===== config.mk =====
export PLATFORM = sky130hd
export DESIGN_NAME = snoop_bus_arbiter
export DESIGN_NICKNAME = d
export VERILOG_FILES = /design/src/rtl/snoop_bus_arbiter_pkg.sv /design/src/rtl/snoop_bus_arbiter_req_fifo.sv /design/src/rtl/snoop_bus_arbiter.sv
export SDC_FILE = /design/constraint.sdc
export NUM_CORES = 1
export LEC_CHECK = 0
export BUFFER_PORTS_ARGS = -buffer_cell sky130_fd_sc_hd__buf_2
export CELL_PAD_IN_SITES_DETAIL_PLACEMENT = 0
export CELL_PAD_IN_SITES_GLOBAL_PLACEMENT = 1
export CORE_ASPECT_RATIO = 0.7
export CORE_MARGIN = 5
export CORE_UTILIZATION = 25
export CTS_CLUSTER_DIAMETER = 30
export CTS_CLUSTER_SIZE = 16
export DETAILED_ROUTE_END_ITERATION = 10
export GPL_ROUTABILITY_DRIVEN = 1
export PLACE_DENSITY_LB_ADDON = 0.1
export SYNTH_ARGS = -nofsm -noshare
export SYNTH_HDL_FRONTEND = slang
export SYNTH_SLANG_ARGS = --single-unit

===== constraint.sdc =====
create_clock -name clk -period 6.7 [get_ports clk]
set_input_delay 0.67 -clock clk [delete_from_list [all_inputs] [get_ports clk]]
set_output_delay 0.67 -clock clk [all_outputs]
set_load 0.02 [all_outputs]

===== src/rtl/snoop_bus_arbiter_pkg.sv =====
`default_nettype none
// ============================================================================
// Package     : types
// Description : Shared snoop-bus message types, arbiter FSM state encoding
//               and default sizing constants for the snoop bus arbiter.
// Revision    : 1.0 - initial release
// ============================================================================
package types;

  // Number of caches on the snoop bus in the default system build
  localparam int NUM_CPUS       = 4;
  // Default per-requester request queue depth
  localparam int DEF_FIFO_DEPTH = 2;

  // Snoop bus transaction kinds; BusIdle is the all-zero encoding
  typedef enum logic [1:0] {
    BusIdle = 2'd0,
    BusGetS = 2'd1,
    BusGetM = 2'd2,
    BusPutM = 2'd3
  } bus_tx_t;

  // Snoop bus message as seen by every cache and the responder
  typedef struct packed {
    logic        valid;
    bus_tx_t     bus_tx;
    logic [3:0]  source;
    logic [31:0] addr;
  } bus_msg_t;

  // Arbiter transaction FSM
  typedef enum logic [1:0] {
    IDLE  = 2'd0,
    BCAST = 2'd1,
    WAIT  = 2'd2
  } arb_state_t;

endpackage
`default_nettype wire


===== src/rtl/snoop_bus_arbiter_req_fifo.sv =====
`default_nettype none
// ============================================================================
// Module      : req_fifo
// Description : Per-requester request queue. Power-of-two depth, pointers
//               one bit wider than the address so full/empty are told apart
//               by the wrap bit. Push is refused when full, pop when empty.
// Revision    : 1.0 - initial release
// ============================================================================
module req_fifo #(
  parameter int WIDTH = 8,
  parameter int DEPTH = 2
) (
  input  logic             clk,
  input  logic             rst_n,
  input  logic             push_i,
  input  logic [WIDTH-1:0] data_i,
  input  logic             pop_i,
  output logic [WIDTH-1:0] data_o,
  output logic             full_o,
  output logic             empty_o
);

  localparam int AW = $clog2(DEPTH);

  logic [AW:0]      wr_ptr_q, wr_ptr_d;
  logic [AW:0]      rd_ptr_q, rd_ptr_d;
  logic [WIDTH-1:0] mem_q [DEPTH];
  logic             do_push;
  logic             do_pop;

  assign full_o  = (wr_ptr_q[AW] != rd_ptr_q[AW]) &&
                   (wr_ptr_q[AW-1:0] == rd_ptr_q[AW-1:0]);
  assign empty_o = (wr_ptr_q == rd_ptr_q);
  assign do_push = push_i && !full_o;
  assign do_pop  = pop_i && !empty_o;
  assign data_o  = mem_q[rd_ptr_q[AW-1:0]];

  // Pointer advance; a simultaneous push and pop moves both and keeps the count
  always_comb begin
    wr_ptr_d = wr_ptr_q;
    rd_ptr_d = rd_ptr_q;
    if (do_push) wr_ptr_d = wr_ptr_q + 1'b1;
    if (do_pop)  rd_ptr_d = rd_ptr_q + 1'b1;
  end

  // Pointer registers, cleared to empty on reset
  always_ff @(posedge clk or negedge rst_n) begin
    if (!rst_n) begin
      wr_ptr_q <= '0;
      rd_ptr_q <= '0;
    end else begin
      wr_ptr_q <= wr_ptr_d;
      rd_ptr_q <= rd_ptr_d;
    end
  end

  // Storage array; contents are don't-care while the slot is not occupied
  always_ff @(posedge clk) begin
    if (do_push) mem_q[wr_ptr_q[AW-1:0]] <= data_i;
  end

endmodule
`default_nettype wire


===== src/rtl/snoop_bus_arbiter.sv =====
`default_nettype none
// ============================================================================
// Module      : snoop_bus_arbiter
// Description : Round-robin arbiter for a snooping bus. Each cache has a small
//               request queue; one transaction at a time is broadcast for a
//               single cycle, then the arbiter waits for the responder's
//               bus_done before granting again.
//               Optional build macro SNOOP_BUS_PUTM_PRIORITY_EN: queues whose
//               head is BusPutM win over GetS/GetM heads (round-robin among
//               themselves using the same pointer).
// Revision    : 1.0 - initial release
// ============================================================================
module snoop_bus_arbiter
  import types::*;
#(
  parameter int NUM_REQ    = NUM_CPUS,
  parameter int FIFO_DEPTH = DEF_FIFO_DEPTH
) (
  input  logic                       clk,
  input  logic                       rst_n,
  input  logic [NUM_REQ-1:0]         req_valid,
  input  bus_msg_t                   req_msg [NUM_REQ],
  output logic [NUM_REQ-1:0]         req_ready,
  output bus_msg_t                   bus_out,
  input  logic                       bus_done,
  output logic                       busy,
  output logic [$clog2(NUM_REQ)-1:0] grant_id
);

  localparam int             IW       = $clog2(NUM_REQ);
  localparam int             MW       = $bits(bus_msg_t);
  localparam logic [IW-1:0]  LAST_IDX = IW'(NUM_REQ - 1);

  logic [NUM_REQ-1:0] full;
  logic [NUM_REQ-1:0] empty;
  logic [NUM_REQ-1:0] pop;
  bus_msg_t           head [NUM_REQ];
  logic [NUM_REQ-1:0] cand;

  arb_state_t    state_q;
  logic [IW-1:0] rr_ptr_q;
  logic [IW-1:0] grant_id_q;
  logic          busy_q;
  bus_msg_t      bus_out_q;

  logic          win_found;
  logic [IW-1:0] win_idx;
  logic [IW-1:0] rr_next;
  bus_msg_t      bcast_msg;

  // One request queue per cache
  for (genvar i = 0; i < NUM_REQ; i++) begin : g_fifo
    req_fifo #(
      .WIDTH (MW),
      .DEPTH (FIFO_DEPTH)
    ) u_req_fifo (
      .clk     (clk),
      .rst_n   (rst_n),
      .push_i  (req_valid[i]),
      .data_i  (req_msg[i]),
      .pop_i   (pop[i]),
      .data_o  (head[i]),
      .full_o  (full[i]),
      .empty_o (empty[i])
    );
  end

  assign req_ready = ~full;

`ifdef SNOOP_BUS_PUTM_PRIORITY_EN
  logic [NUM_REQ-1:0] putm_head;

  // Writebacks first: restrict candidates to PutM heads whenever any exist
  always_comb begin
    putm_head = '0;
    for (int i = 0; i < NUM_REQ; i++) begin
      putm_head[i] = !empty[i] && (head[i].bus_tx == BusPutM);
    end
    cand = (|putm_head) ? putm_head : ~empty;
  end
`else
  assign cand = ~empty;
`endif

  // Round-robin search: first candidate at or after rr_ptr, wrapping
  always_comb begin
    int idx;
    idx       = 0;
    win_found = 1'b0;
    win_idx   = '0;
    for (int k = 0; k < NUM_REQ; k++) begin
      idx = int'(rr_ptr_q) + k;
      if (idx >= NUM_REQ) idx = idx - NUM_REQ;
      if (!win_found && cand[idx]) begin
        win_found = 1'b1;
        win_idx   = IW'(idx);
      end
    end
  end

  assign rr_next = (win_idx == LAST_IDX) ? '0 : win_idx + 1'b1;

  // Broadcast image of the winning head, stamped with valid and source
  always_comb begin
    bcast_msg        = head[win_idx];
    bcast_msg.valid  = 1'b1;
    bcast_msg.source = 4'(win_idx);
  end

  // Winner is popped at the end of the broadcast cycle; its head is stable
  // until then because only a pop can change a queue head
  always_comb begin
    pop = '0;
    if (state_q == BCAST) pop[grant_id_q] = 1'b1;
  end

  // Transaction FSM with registered bus outputs
  always_ff @(posedge clk or negedge rst_n) begin
    if (!rst_n) begin
      state_q    <= IDLE;
      rr_ptr_q   <= '0;
      grant_id_q <= '0;
      busy_q     <= 1'b0;
      bus_out_q  <= '0;
    end else begin
      case (state_q)
        IDLE: begin
          if (win_found) begin
            state_q    <= BCAST;
            bus_out_q  <= bcast_msg;
            grant_id_q <= win_idx;
            rr_ptr_q   <= rr_next;
            busy_q     <= 1'b1;
          end
        end
        BCAST: begin
          state_q   <= WAIT;
          bus_out_q <= '0;
        end
        WAIT: begin
          if (bus_done) begin
            state_q <= IDLE;
            busy_q  <= 1'b0;
          end
        end
        default: begin
          state_q   <= IDLE;
          busy_q    <= 1'b0;
          bus_out_q <= '0;
        end
      endcase
    end
  end

  assign bus_out  = bus_out_q;
  assign busy     = busy_q;
  assign grant_id = grant_id_q;

endmodule
`default_nettype wire


After elaboration in Yosys (flattened, before gate mapping):

Memories as Yosys holds them, arrays and structs flattened.
Cells that the tools add are included.

* add/subtract/negate cells: 16
* $lt $le $gt $ge: 11
* eq/ne operators: 17
* mux-type cells: 47
* bitwise logic cells: 5
* reduce and logical (&&, ||, !) cells: 32

Operators with widths (number)
* less-than comparator 32 x 4 -> 1 bit, second input constant: 4
* two-way mux 32 bit: 4
* binary-select mux 39 bit (select 2 bit): 1
* one-hot mux 39 bit (2 select lines): 1
* two-way mux 38 bit: 2
* two-way mux 39 bit: 1
* two-way mux 1 bit: 23
* adder 2 x 1 -> 2 bit, second input constant: 9
* logical AND 1 bit: 16
* two-way mux 2 bit: 7
* greater-or-equal comparator 3 bit, second input constant: 4
* subtractor 3 x 3 -> 4 bit, second input constant: 3
* logical NOT 1 bit: 11
* binary-select mux 1 bit (select 2 bit): 4
* == test 2 bit: 4
* NOT 4 bit: 2
* adder 2 x 2 -> 3 bit, second input constant: 2
* one-hot mux 2 bit (3 select lines): 1
* AND reduction 2 bit: 3
* == test 1 bit: 4
* == test 2 bit, second input constant: 2
* two-way mux 4 bit: 1
* != test 1 bit: 4
* != test 2 bit, second input constant: 2
* 12 further kinds: 13

* register bits after elaboration: 62
* RAM bits: 312
* input bits: 163
* output and inout port bits: 46
* word-level logic and storage cells: 148
* memories kept: 4

Memories
* g_fifo[0].u_req_fifo.mem_q: depth 2, bits a word 39, rd ports 1, clocked after Yosys merged registers in 0, write ports 1, line snoop_bus_arbiter_req_fifo.sv:27 `logic [WIDTH-1:0] mem_q [DEPTH];`
* g_fifo[1].u_req_fifo.mem_q: depth 2, bits a word 39, rd ports 1, clocked after Yosys merged registers in 0, write ports 1, line snoop_bus_arbiter_req_fifo.sv:27
* g_fifo[2].u_req_fifo.mem_q: depth 2, bits a word 39, rd ports 1, clocked after Yosys merged registers in 0, write ports 1, line snoop_bus_arbiter_req_fifo.sv:27
* g_fifo[3].u_req_fifo.mem_q: depth 2, bits a word 39, rd ports 1, clocked after Yosys merged registers in 0, write ports 1, line snoop_bus_arbiter_req_fifo.sv:27

Logic depth before layout (Yosys ltp):

Gate-level depths: netlist of the first run.

* depth in word-level cells: 21
* gate-level depth with buffers: 11

By module:

From an unflattened synthesis of the first run, not the netlist that was laid out.

* cell total of the unflattened synthesis: 843
* area total of the unflattened synthesis: 15065.7 µm²

Modules (own cells, without submodules)
* req_fifo: times used 4, cells each 149, area each 3100.5 µm²
* snoop_bus_arbiter: times used 1, cells each 247, area each 2663.8 µm²

Worst setup path after synthesis of the first run:

Ideal clock, no wire load.

* path kind: register -> register
* start point: reg g_fifo[1].u_req_fifo.rd_ptr_q[0]
* end point: mem g_fifo[1].u_req_fifo.mem_q[0][0] (netlist bit), enable pin
* arrival time: 2.614 ns
* required time: 6.275 ns
* path slack: 3.661 ns
* cell stages (with the launch flop): 6
* path buffers: 1
* cells stage by stage: dfrtp_1 -> buf_6 -> xor2_1 -> nand2b_1 -> nand2_1 -> nor2_1

* word-level cells in the longest chain between the ends: 6

Ends and longest elaborated chain
* start: declaration: line snoop_bus_arbiter_req_fifo.sv:26 `logic [AW:0] rd_ptr_q, rd_ptr_d;`
* start signal: assignment: line snoop_bus_arbiter_req_fifo.sv:53 `rd_ptr_q <= rd_ptr_d;`
* == test 1 bit: line snoop_bus_arbiter_req_fifo.sv:32 `(wr_ptr_q[AW-1:0] == rd_ptr_q[AW-1:0]);`
* logical AND 1 bit: line snoop_bus_arbiter_req_fifo.sv:31 `assign full_o = (wr_ptr_q[AW] != rd_ptr_q[AW]) &&`
* logical NOT 1 bit: line snoop_bus_arbiter_req_fifo.sv:34 `assign do_push = push_i && !full_o;`
* logical AND 1 bit: line snoop_bus_arbiter_req_fifo.sv:34
* two-way mux 1 bit: line snoop_bus_arbiter_req_fifo.sv:59 `if (do_push) mem_q[wr_ptr_q[AW-1:0]] <= data_i;`
* two-way mux 1 bit (implied by the code): line snoop_bus_arbiter_req_fifo.sv:59
* end: declaration: line snoop_bus_arbiter_req_fifo.sv:27

No other way between the ends.

Worst setup path after layout of the first run:

* start point: reg g_fifo[1].u_req_fifo.wr_ptr_q[0]
* end point: reg bus_out_q, in the netlist bus_out[30]

* word-level cells in the longest chain between the ends: 21

Ends and longest elaborated chain
* start: declaration: line snoop_bus_arbiter_req_fifo.sv:25 `logic [AW:0] wr_ptr_q, wr_ptr_d;`
* start signal: assignment: line snoop_bus_arbiter_req_fifo.sv:52 `wr_ptr_q <= wr_ptr_d;`
* == test 2 bit (*): line snoop_bus_arbiter_req_fifo.sv:33 `assign empty_o = (wr_ptr_q == rd_ptr_q);`
* NOT 4 bit (*): line snoop_bus_arbiter.sv:82 `assign cand = ~empty;`
* binary-select mux 1 bit (select 2 bit): line snoop_bus_arbiter.sv:94 `if (!win_found && cand[idx]) begin`
* two-way mux 1 bit (implied by the code) (2 in series): line snoop_bus_arbiter.sv:94
* two-way mux 1 bit: line snoop_bus_arbiter.sv:94
* logical NOT 1 bit: line snoop_bus_arbiter.sv:94
* logical AND 1 bit: line snoop_bus_arbiter.sv:94
* two-way mux 1 bit: line snoop_bus_arbiter.sv:94
* [3 not listed]
* logical NOT 1 bit: line snoop_bus_arbiter.sv:94
* logical AND 1 bit: line snoop_bus_arbiter.sv:94
* two-way mux 2 bit: line snoop_bus_arbiter.sv:94
* NOT 2 -> 3 bit (implied by the code): line snoop_bus_arbiter.sv:105 `bcast_msg = head[win_idx];`
* binary-select mux 39 bit (select 2 bit): line snoop_bus_arbiter.sv:105
* two-way mux 38 bit (implied by the code) (2 in series): line snoop_bus_arbiter.sv:105
* two-way mux 39 bit: line snoop_bus_arbiter.sv:128 `if (win_found) begin`
* one-hot mux 39 bit (2 select lines): line snoop_bus_arbiter.sv:126 `case (state_q)`
* end signal: assignment: line snoop_bus_arbiter.sv:130 `bus_out_q <= bcast_msg;`
* end: declaration: line snoop_bus_arbiter.sv:44 `bus_msg_t bus_out_q;`

Mark *: on every way between the ends. The rest lies on a longest branch, timed or not. The select of a mux whose other input is x is not followed.
A chain may end at the register's enable or synchronous reset.

==> results of run 1 <==
==> layout make-up <==
| class | instances | share of cell area (%) |
|---|---|---|
| Antenna cell | 1 | 0.0141 |
| Clock buffer | 113 | 13.4 |
| Clock inverter | 42 | 3.13 |
| Inverter | 5 | 0.106 |
| Multi-Input combinational cell | 372 | 18.1 |
| Sequential cell | 332 | 54.4 |
| Tap cell | 684 | 4.82 |
| Timing Repair Buffer | 204 | 6.03 |
==> worst max path at each step <==
stage          cells past startpoint                             start                                to  slack (ns)
2_1_floorplan                      5  g_fifo[1].u_req_fifo.rd_ptr_q[0]  g_fifo[1].u_req_fifo.mem_q[0][0]        3.66
3_3_place_gp                       7  g_fifo[1].u_req_fifo.wr_ptr_q[0]                       bus_out[30]        2.69
3_5_place_dp                       7  g_fifo[1].u_req_fifo.wr_ptr_q[0]                       bus_out[30]        2.69
4_1_cts                            7  g_fifo[1].u_req_fifo.wr_ptr_q[0]                       bus_out[30]        2.68
5_1_grt                            7  g_fifo[1].u_req_fifo.wr_ptr_q[0]                       bus_out[30]        2.55
6_report                           7  g_fifo[1].u_req_fifo.wr_ptr_q[0]                       bus_out[30]        2.82
==> metal layers <==
layer  routed length (um)  up-vias
met5                   71        -
met4                  597       12
met3                 2700       65
met2                16500      221
met1                19000     3869
li1                     -     3534
==> power groups by stage <==
stage                     clock (W)  sequential (W)  combinational (W)
after global routing        0.00434         0.00331            0.00397
after global placement            0         0.00327            0.00375
after detailed placement          0         0.00328            0.00376
after floorplan                   0         0.00333            0.00242
final                       0.00412         0.00324            0.00362
after CTS                   0.00422         0.00325            0.00376
==> cell families after synthesis <==
| logic type | Yosys count | share of synthesized area [%] |
|---|---|---|
| flops | 332 | 73.7 |
| mux | 138 | 10.5 |
| compound gates | 117 | 8.00 |
| simple gates | 89 | 3.67 |
| buf+inv | 52 | 2.21 |
| xor+xnor | 25 | 1.73 |
| fa+ha+maj | 1 | 0.0954 |
| other cells | 1 | 0.0286 |
==> registers in the layout, summed over array words and instances, names as in the netlist <==
register,flops
grant_id,2
rr_ptr_q,2
g_fifo.u_req_fifo.rd_ptr_q,8
g_fifo.u_req_fifo.mem_q,272
state_q,2
bus_out,37
busy,1
g_fifo.u_req_fifo.wr_ptr_q,8
==> metrics by stage <==
stage                     hold slack, ns  power [W]  area [sq um]  utilization, %
after floorplan                    0.374    0.00574         13100               -
after global placement             0.460    0.00703         14800            28.5
after global routing               0.213     0.0116         17800            34.2
final                              0.262     0.0110         17800            34.2
after CTS                          0.209     0.0112         17800            34.2
after detailed placement           0.460    0.00703         14800            28.5
==> cell usage in the layout (no fill, tap or decap), types with 6 or more instances in the layout <==
| master | netlist | final |
|---|---|---|
| edfxtp_1 | 272 | 272 |
| a221o_1 | 34 | 34 |
| bufinv_16 | 0 | 12 |
| xnor2_1 | 13 | 13 |
| clkinv_2 | 0 | 14 |
| nand2_1 | 18 | 18 |
| clkbuf_16 | 0 | 85 |
| a211oi_1 | 34 | 34 |
| dfrtp_1 | 60 | 56 |
| clkbuf_8 | 0 | 15 |
| mux2i_1 | 138 | 138 |
| a221oi_1 | 34 | 34 |
| clkbuf_1 | 27 | 13 |
| buf_2 | 4 | 185 |
| nor2b_1 | 35 | 35 |
| nor2_1 | 15 | 10 |
| nand2b_1 | 6 | 6 |
| buf_4 | 7 | 18 |
| xor2_1 | 11 | 11 |
==> worst max-delay path: cells and delay by family (launching register included) <==
family / cells / cell delay [ns]
buffers and inverters: 1 / 0.55
and+or+nand+nor: 2 / 1.02
AOI/OAI and AO/OA: 2 / 1.10
xor gates and xnor gates: 1 / 0.39
DFF: 1 / 0.45
muxes: 1 / 0.20
==> impl_results.md, run 1 <==
* R2R Setup Slk at 2.82 ns
* Count leader, synth: edfxtp_1
* Fmax achieved at ~260 MHz
* Data required time at the worst endpoint at ~7 ns
* Placed instance count at 1596
* Drt pass-1 iters at 4
* RSZ-0062 raised after global routing: false
* Placer Congestion at around 0.70
* Yosys top cell area share at between 60% and 70%
* Pre-CTS WS at 2.69 ns
* CTS max path bufs at 3
* Cells after Synth at roughly 760
* Top Usage Layer GRT: met1
* CP Class: reg2reg
* Die extent in y at around 200 um
* Register area share after synthesis at between 70% and 80%
* R2R depth at 7
* Sequential share of power at between 20% and 30%
* Htree depth at 3
* Worst EP arrival at between 4 and 5 ns
* Gr usage total at 13.5%
* Overflow left after global routing at 0
* Post-Route WL at a little under 40000 um
* Worst Hold Endpoint: g_fifo[1].u_req_fifo.mem_q[0][18]
* Hold crit path type: in2reg
* Hold path start: req_msg[96]
* Post-CTS Setup Repair Bufs at 0
* Port Buffers at 186
* Register bit count reported by yosys at 332
* Switching Share at a little over a third
* Largest net degree at the start of global routing at 72
* Starting density of the core at 25.2%
* Top cells by instance count after synthesis: edfxtp_1, mux2i_1, dfrtp_1, nor2b_1
* Met3 GRT Util at slightly below 5%
* Final ANT Viol Nets at 0
* Met1 usage at between 10% and 20%
* Fin Setup TNS at 0 ns
* Clk sinks at 332
* Vias in the first global route at between 8000 and 9000
* Final worst setup slack at ~2.8 ns
* First-pass GRT wire length at ~56000 um
* Die extent in x at 284 um
* CP Capture Type: register
* DR vias at around 7700
* Period minus WS final at ~3.9 ns
* Dominant synthesized flop cell: edfxtp_1
* P&R area growth vs syn at 35.5%
* Std-Cell Rows at 70
* Max-cap viol count at 0
* Inserted Clock Buffers at between 80 and 90
* Mean post-synth cell area at between 15 and 20 sq um
* Fill cells at 5087
* Core Footprint at between 50000 and 60000 sq um
* Critical-path top delay cell: and2_4
* Vias per cell at around 4.4
* Worst-path fanout max at 45
* Synth unique cells at 43
* Fin Clk Skew at between 0.015 and 0.02 ns
* Combinational Power Share at 33.0%
* Initial antenna violation count at 9
* Cell chain of the critical path: xor2_1 > or2_4 > a21o_2 > and2_4 > buf_4 > mux2i_1 > a221o_1
* DRC viols at 0
* Clk network pwr share at between 30% and 40%
* P_int at 0.00716 W
* Reg area at between 9000 and 10000 sq um
* Final net count at 1162
* Status: finished, final reports clean
* Tightest Pin Transition at about 1.1 ns
* I/O pin count at 209
* Final Setup Violations at 0
* Final hold viol count at 0
* Leakage at between 6 and 7 nW
* Non-Filler Instances at about 1800
* Crit path largest cell delay at ~0.79 ns
* RR Endpoint: bus_out[30]
* Cells on Worst Hold Path at 1
* Post_cts resized at 0
* Reg clk slew, reported paths at 0.05 ns
* Area of the multi-input gates at around 3200 sq um
* Sw Pwr at roughly 0.0038 W
* Area contributors post-synth: edfxtp_1, dfrtp_1, mux2i_1
* Ys Warns at 0
* Fin. max-slew vios at 0
* Relative slew slack at about 29%
* Reg2reg start: g_fifo[1].u_req_fifo.wr_ptr_q[0]
* Post-synth EDFFs at between 200 and 300
* Routed WL per cell at roughly 22 um
* Clock Latency Late Sink at 0.59 ns
* Initial DRC Count at between 300 and 400
* Die ar. at around 57000 sq um
* Asr flop ratio synth at between 10% and 20%
* Post-synthesis cell area at 13100 sq um
* Cts hold-fix bufs at 1
* TritonCTS clock tree: built
* Leading area contributor after synthesis: edfxtp_1
* Met2 Use GR at 19.2%
* Final cycle utilization of the critical path at a little under 60%
* Peak ir drop on the vdd network at 0.313 mV
* Layout cells sized above 1 at 34.2%
* Power per cell area at 618 nW/um^2
* Final HPWL DP at 23700 um
* Startpoint types: register
* Clock Tree Root: clkbuf_16
No activity file was read; power rests on OpenSTA's default activity.
==> run 2: changes to the inputs <==
--- a/config.mk
+++ b/config.mk
@@ -5,6 +5,7 @@
 export SDC_FILE = /design/constraint.sdc
 export NUM_CORES = 1
 export LEC_CHECK = 0
+export ABC_AREA = 1
 export BUFFER_PORTS_ARGS = -buffer_cell sky130_fd_sc_hd__buf_2
 export CELL_PAD_IN_SITES_DETAIL_PLACEMENT = 0
 export CELL_PAD_IN_SITES_GLOBAL_PLACEMENT = 1
==> constraint.sdc (replaced) <==
create_clock -name clk -period 4.1 [get_ports clk]
set_input_delay 0.41 -clock clk [delete_from_list [all_inputs] [get_ports clk]]
set_output_delay 0.41 -clock clk [all_outputs]
set_load 0.02 [all_outputs]
==> run 2 against run 1 <==
Critical path depth increased by 8. Largest cell class unchanged. Largest power group is now combinational logic. Global-route usage is 1.9 points higher. Combinational power increased by 110%. Sequential power grew 61%. Synthesized cell count up 75%. Power is 76% higher. Wire length up 20%. Worst setup slack worse by 1.8 ns. Highest routed layer is now met4.
==> impl_results.md, run 2 <==
* Status: finished, final reports clean
* R2R Setup Slk at roughly 1 ns
* Data required time at the worst endpoint at around 4.6 ns
* Combinational Power Share at between 30 and 40%
* Overflow left after global routing at 0
* Vias in the first global route at 10600
* Placed instance count at 2207
* Final cycle utilization of the critical path at 75.5%
* Commonest non-fill, non-tap cell in the layout: nand2_1
* Max-cap viol count at 0
* Vias per cell at roughly 4.2
* Final net count at around 1800
* Die extent in x at around 300 um
* Count leader, synth: nand2_1
* Post-synthesis compound-gate area fraction at less than 1%
* DRC viols at 0
* Startpoint types: register
* P_int at roughly 0.011 W
* Most frequent cells in the layout: nand2_1, edfxtp_1, buf_2
* Die extent in y at 208 um
* Std-Cell Rows at between 70 and 80
* Initial antenna violation count at 1
* Fin Setup TNS at 0 ns
* Worst-path fanout max at between 60 and 70
* First-pass GRT wire length at about 69000 um
* Final ANT Viol Nets at 0
* Hold crit path type: in2reg
* Layout cells sized above 1 at 22.2%
* Asr flop ratio synth at between 10% and 20%
* Core Footprint at between 50000 and 60000 sq um
* Largest net degree at the start of global routing at just under 70
* Leakage at 8.64 nW
* Clock Latency Late Sink at ~0.60 ns
* Worst EP arrival at ~3.6 ns
* Clock Tree Root: clkbuf_16
* DR vias at 10368
* Post-synthesis mux area share at 0%
* Leading area contributor after synthesis: edfxtp_1
* Dominant synthesized flop cell: edfxtp_1
* Sequential share of power at 27.1%
* Starting density of the core at about a quarter
* Power per cell area at between 900 and 1000 nW/um^2
* Non-Filler Instances at roughly 2500
* Switching Share at around two fifths
* Fin Clk Skew at between 0.015 and 0.02 ns
* Initial DRC Count at 504
* Period minus WS final at between 3 and 4 ns
* Post-Route WL at approximately 47000 um
* Cells after Synth at around 1300
* Post-synthesis cell area at 14000 sq um
* Die ar. at just over 60000 sq um
* Post-synth EDFFs at 272
* Top cells by instance count after synthesis: nand2_1, edfxtp_1, nand3_1, dfrtp_1, buf_2
* Clk sinks at 332
* Post-CTS Setup Repair Bufs at 0
* Htree depth at 3
* CP Capture Type: register
* Final Setup Violations at 0
* Final hold viol count at 0
* Synth Area in Adders at less than 1%
* Synth unique cells at 26
* Fmax achieved at roughly 320 MHz
* Max FFs per register at between 200 and 300
* Clk network pwr share at between 30% and 40%
* Reg clk slew, reported paths at ~0.04 ns
* Fill cells at approximately 5500
* RSZ-0062 raised after global routing: false
* Mean post-synth cell area at approximately 11 sq um
* Synth Area in Simple Gates at between 20% and 30%
* Relative slew slack at a little under two fifths
* Drt pass-1 iters at 5
* Placed cell area at ~16000 sq um
* Gr usage total at between 10% and 20%
* Final HPWL DP at 31300 um
* Register area share after synthesis at 69.2%
* Synth Area in XOR/XNOR at less than 1%
* Register bit count reported by yosys at 332
* Design area at ~20000 sq um
* Placer Congestion at 0.740
* TritonCTS clock tree: built
* I/O pin count at approximately 210
* Tightest Pin Transition at ~0.94 ns
* CTS max path bufs at 3
* Largest family of logic cells by synthesized area: simple AND/OR/NAND/NOR gates
* Sw Pwr at slightly below 0.008 W
* Inserted Clock Buffers at 81
* P&R area growth vs syn at 42.0%
* Routed WL per cell at around 19 um
* Yosys top cell area share at between 50% and 60%
* Area contributors post-synth: edfxtp_1, nand2_1, dfrtp_1
* Fin. max-slew vios at 0
* Port Buffers at ~190
* CP Class: reg2reg
* Peak ir drop on the vdd network at 0.472 mV
* Ys Warns at 0
run 2: worst max-delay path, stage by stage (launching register included):
cell and delay, ns:
dfrtp_1 0.69, nand2_1 0.13, nand2_2 0.20, nand3_1 0.14, nand3_2 0.12, nand2_4 0.06
nor2_4 0.14, nand3_2 0.14, nand2_4 0.11, buf_4 0.69, nand3_1 0.15, nand2_1 0.17
nand2_1 0.06, nand2_1 0.09, nand2_1 0.06, nand2_1 0.05
run 2: timing repair:
item / 4_1_cts / 5_1_grt
hold endpoints to repair: 267 / 0
gates resized for setup: 0 / 0
hold buffers: 122 / 0
run 2: path summary, 6_finish.rpt:
path / from / end / cells past startpoint
hold reg to reg: bus_out[3] / bus_out[3] / 2
setup reg to reg: g_fifo[1].u_req_fifo.rd_ptr_q[0] / bus_out[7] / 15
setup / recovery: g_fifo[1].u_req_fifo.rd_ptr_q[0] / bus_out[7] / 15
max in group asynchronous: rst_n / bus_out[17] / 3
hold / removal: req_msg[65] / g_fifo[2].u_req_fifo.mem_q[0][26] / 1
min in group asynchronous: rst_n / bus_out[11] / 2
run 2: metal layers:
metal / track usage (%) / vias to the layer above / wire, um
met5: 0 / - / 0
met4: 4.32 / 0 / 1090
met3: 4.09 / 73 / 2190
met2: 22.6 / 216 / 20400
met1: 22.3 / 4933 / 23000
li1: - / 5146 / -
run 2: area by class of cell:
class	instances	area [sq um]	share of cell area, %
clock buffers	94	2110	10.6
inverters	28	118	0.593
diodes	1	2.50	0.0126
well taps	740	926	4.67
repair buffers	336	2410	12.2
clock inverters	55	737	3.72
multi-input cells	893	3860	19.4
flip-flops and latches	332	9670	48.8
run 2: power groups by stage:
stage / Sequential (W) / Clock (W) / Combinational, W
2_1_floorplan: 0.00532 / 0 / 0.00461
3_3_place_gp: 0.00529 / 0 / 0.00761
3_5_place_dp: 0.00529 / 0 / 0.00763
4_1_cts: 0.00524 / 0.00677 / 0.00775
5_1_grt: 0.00532 / 0.00698 / 0.00838
6_report: 0.00523 / 0.00662 / 0.00744
run 2: metrics by stage:
stage	util (%)	setup slack (ns)	total power (W)	hold slack [ns]
global placement	28.5	0.979	0.0129	0.395
global route	35.9	0.638	0.0207	0.00190
floorplan	-	1.16	0.00992	0.114
CTS	35.9	0.939	0.0198	0.00478
detailed placement	28.5	0.957	0.0129	0.399
finish	35.9	1.00	0.0193	0.0360
run 2: kinds of logic (layout without fill, tap and decap cells):
family                   count (synthesis)  in the layout
adder cells (fa/ha/maj)                  1              1
flip-flops                             332            332
buffers and inverters                   95            513
other                                    1              3
AO/OA/AOI/OAI                           11             11
AND/OR/NAND/NOR                        866            866
XOR/XNOR                                13             13
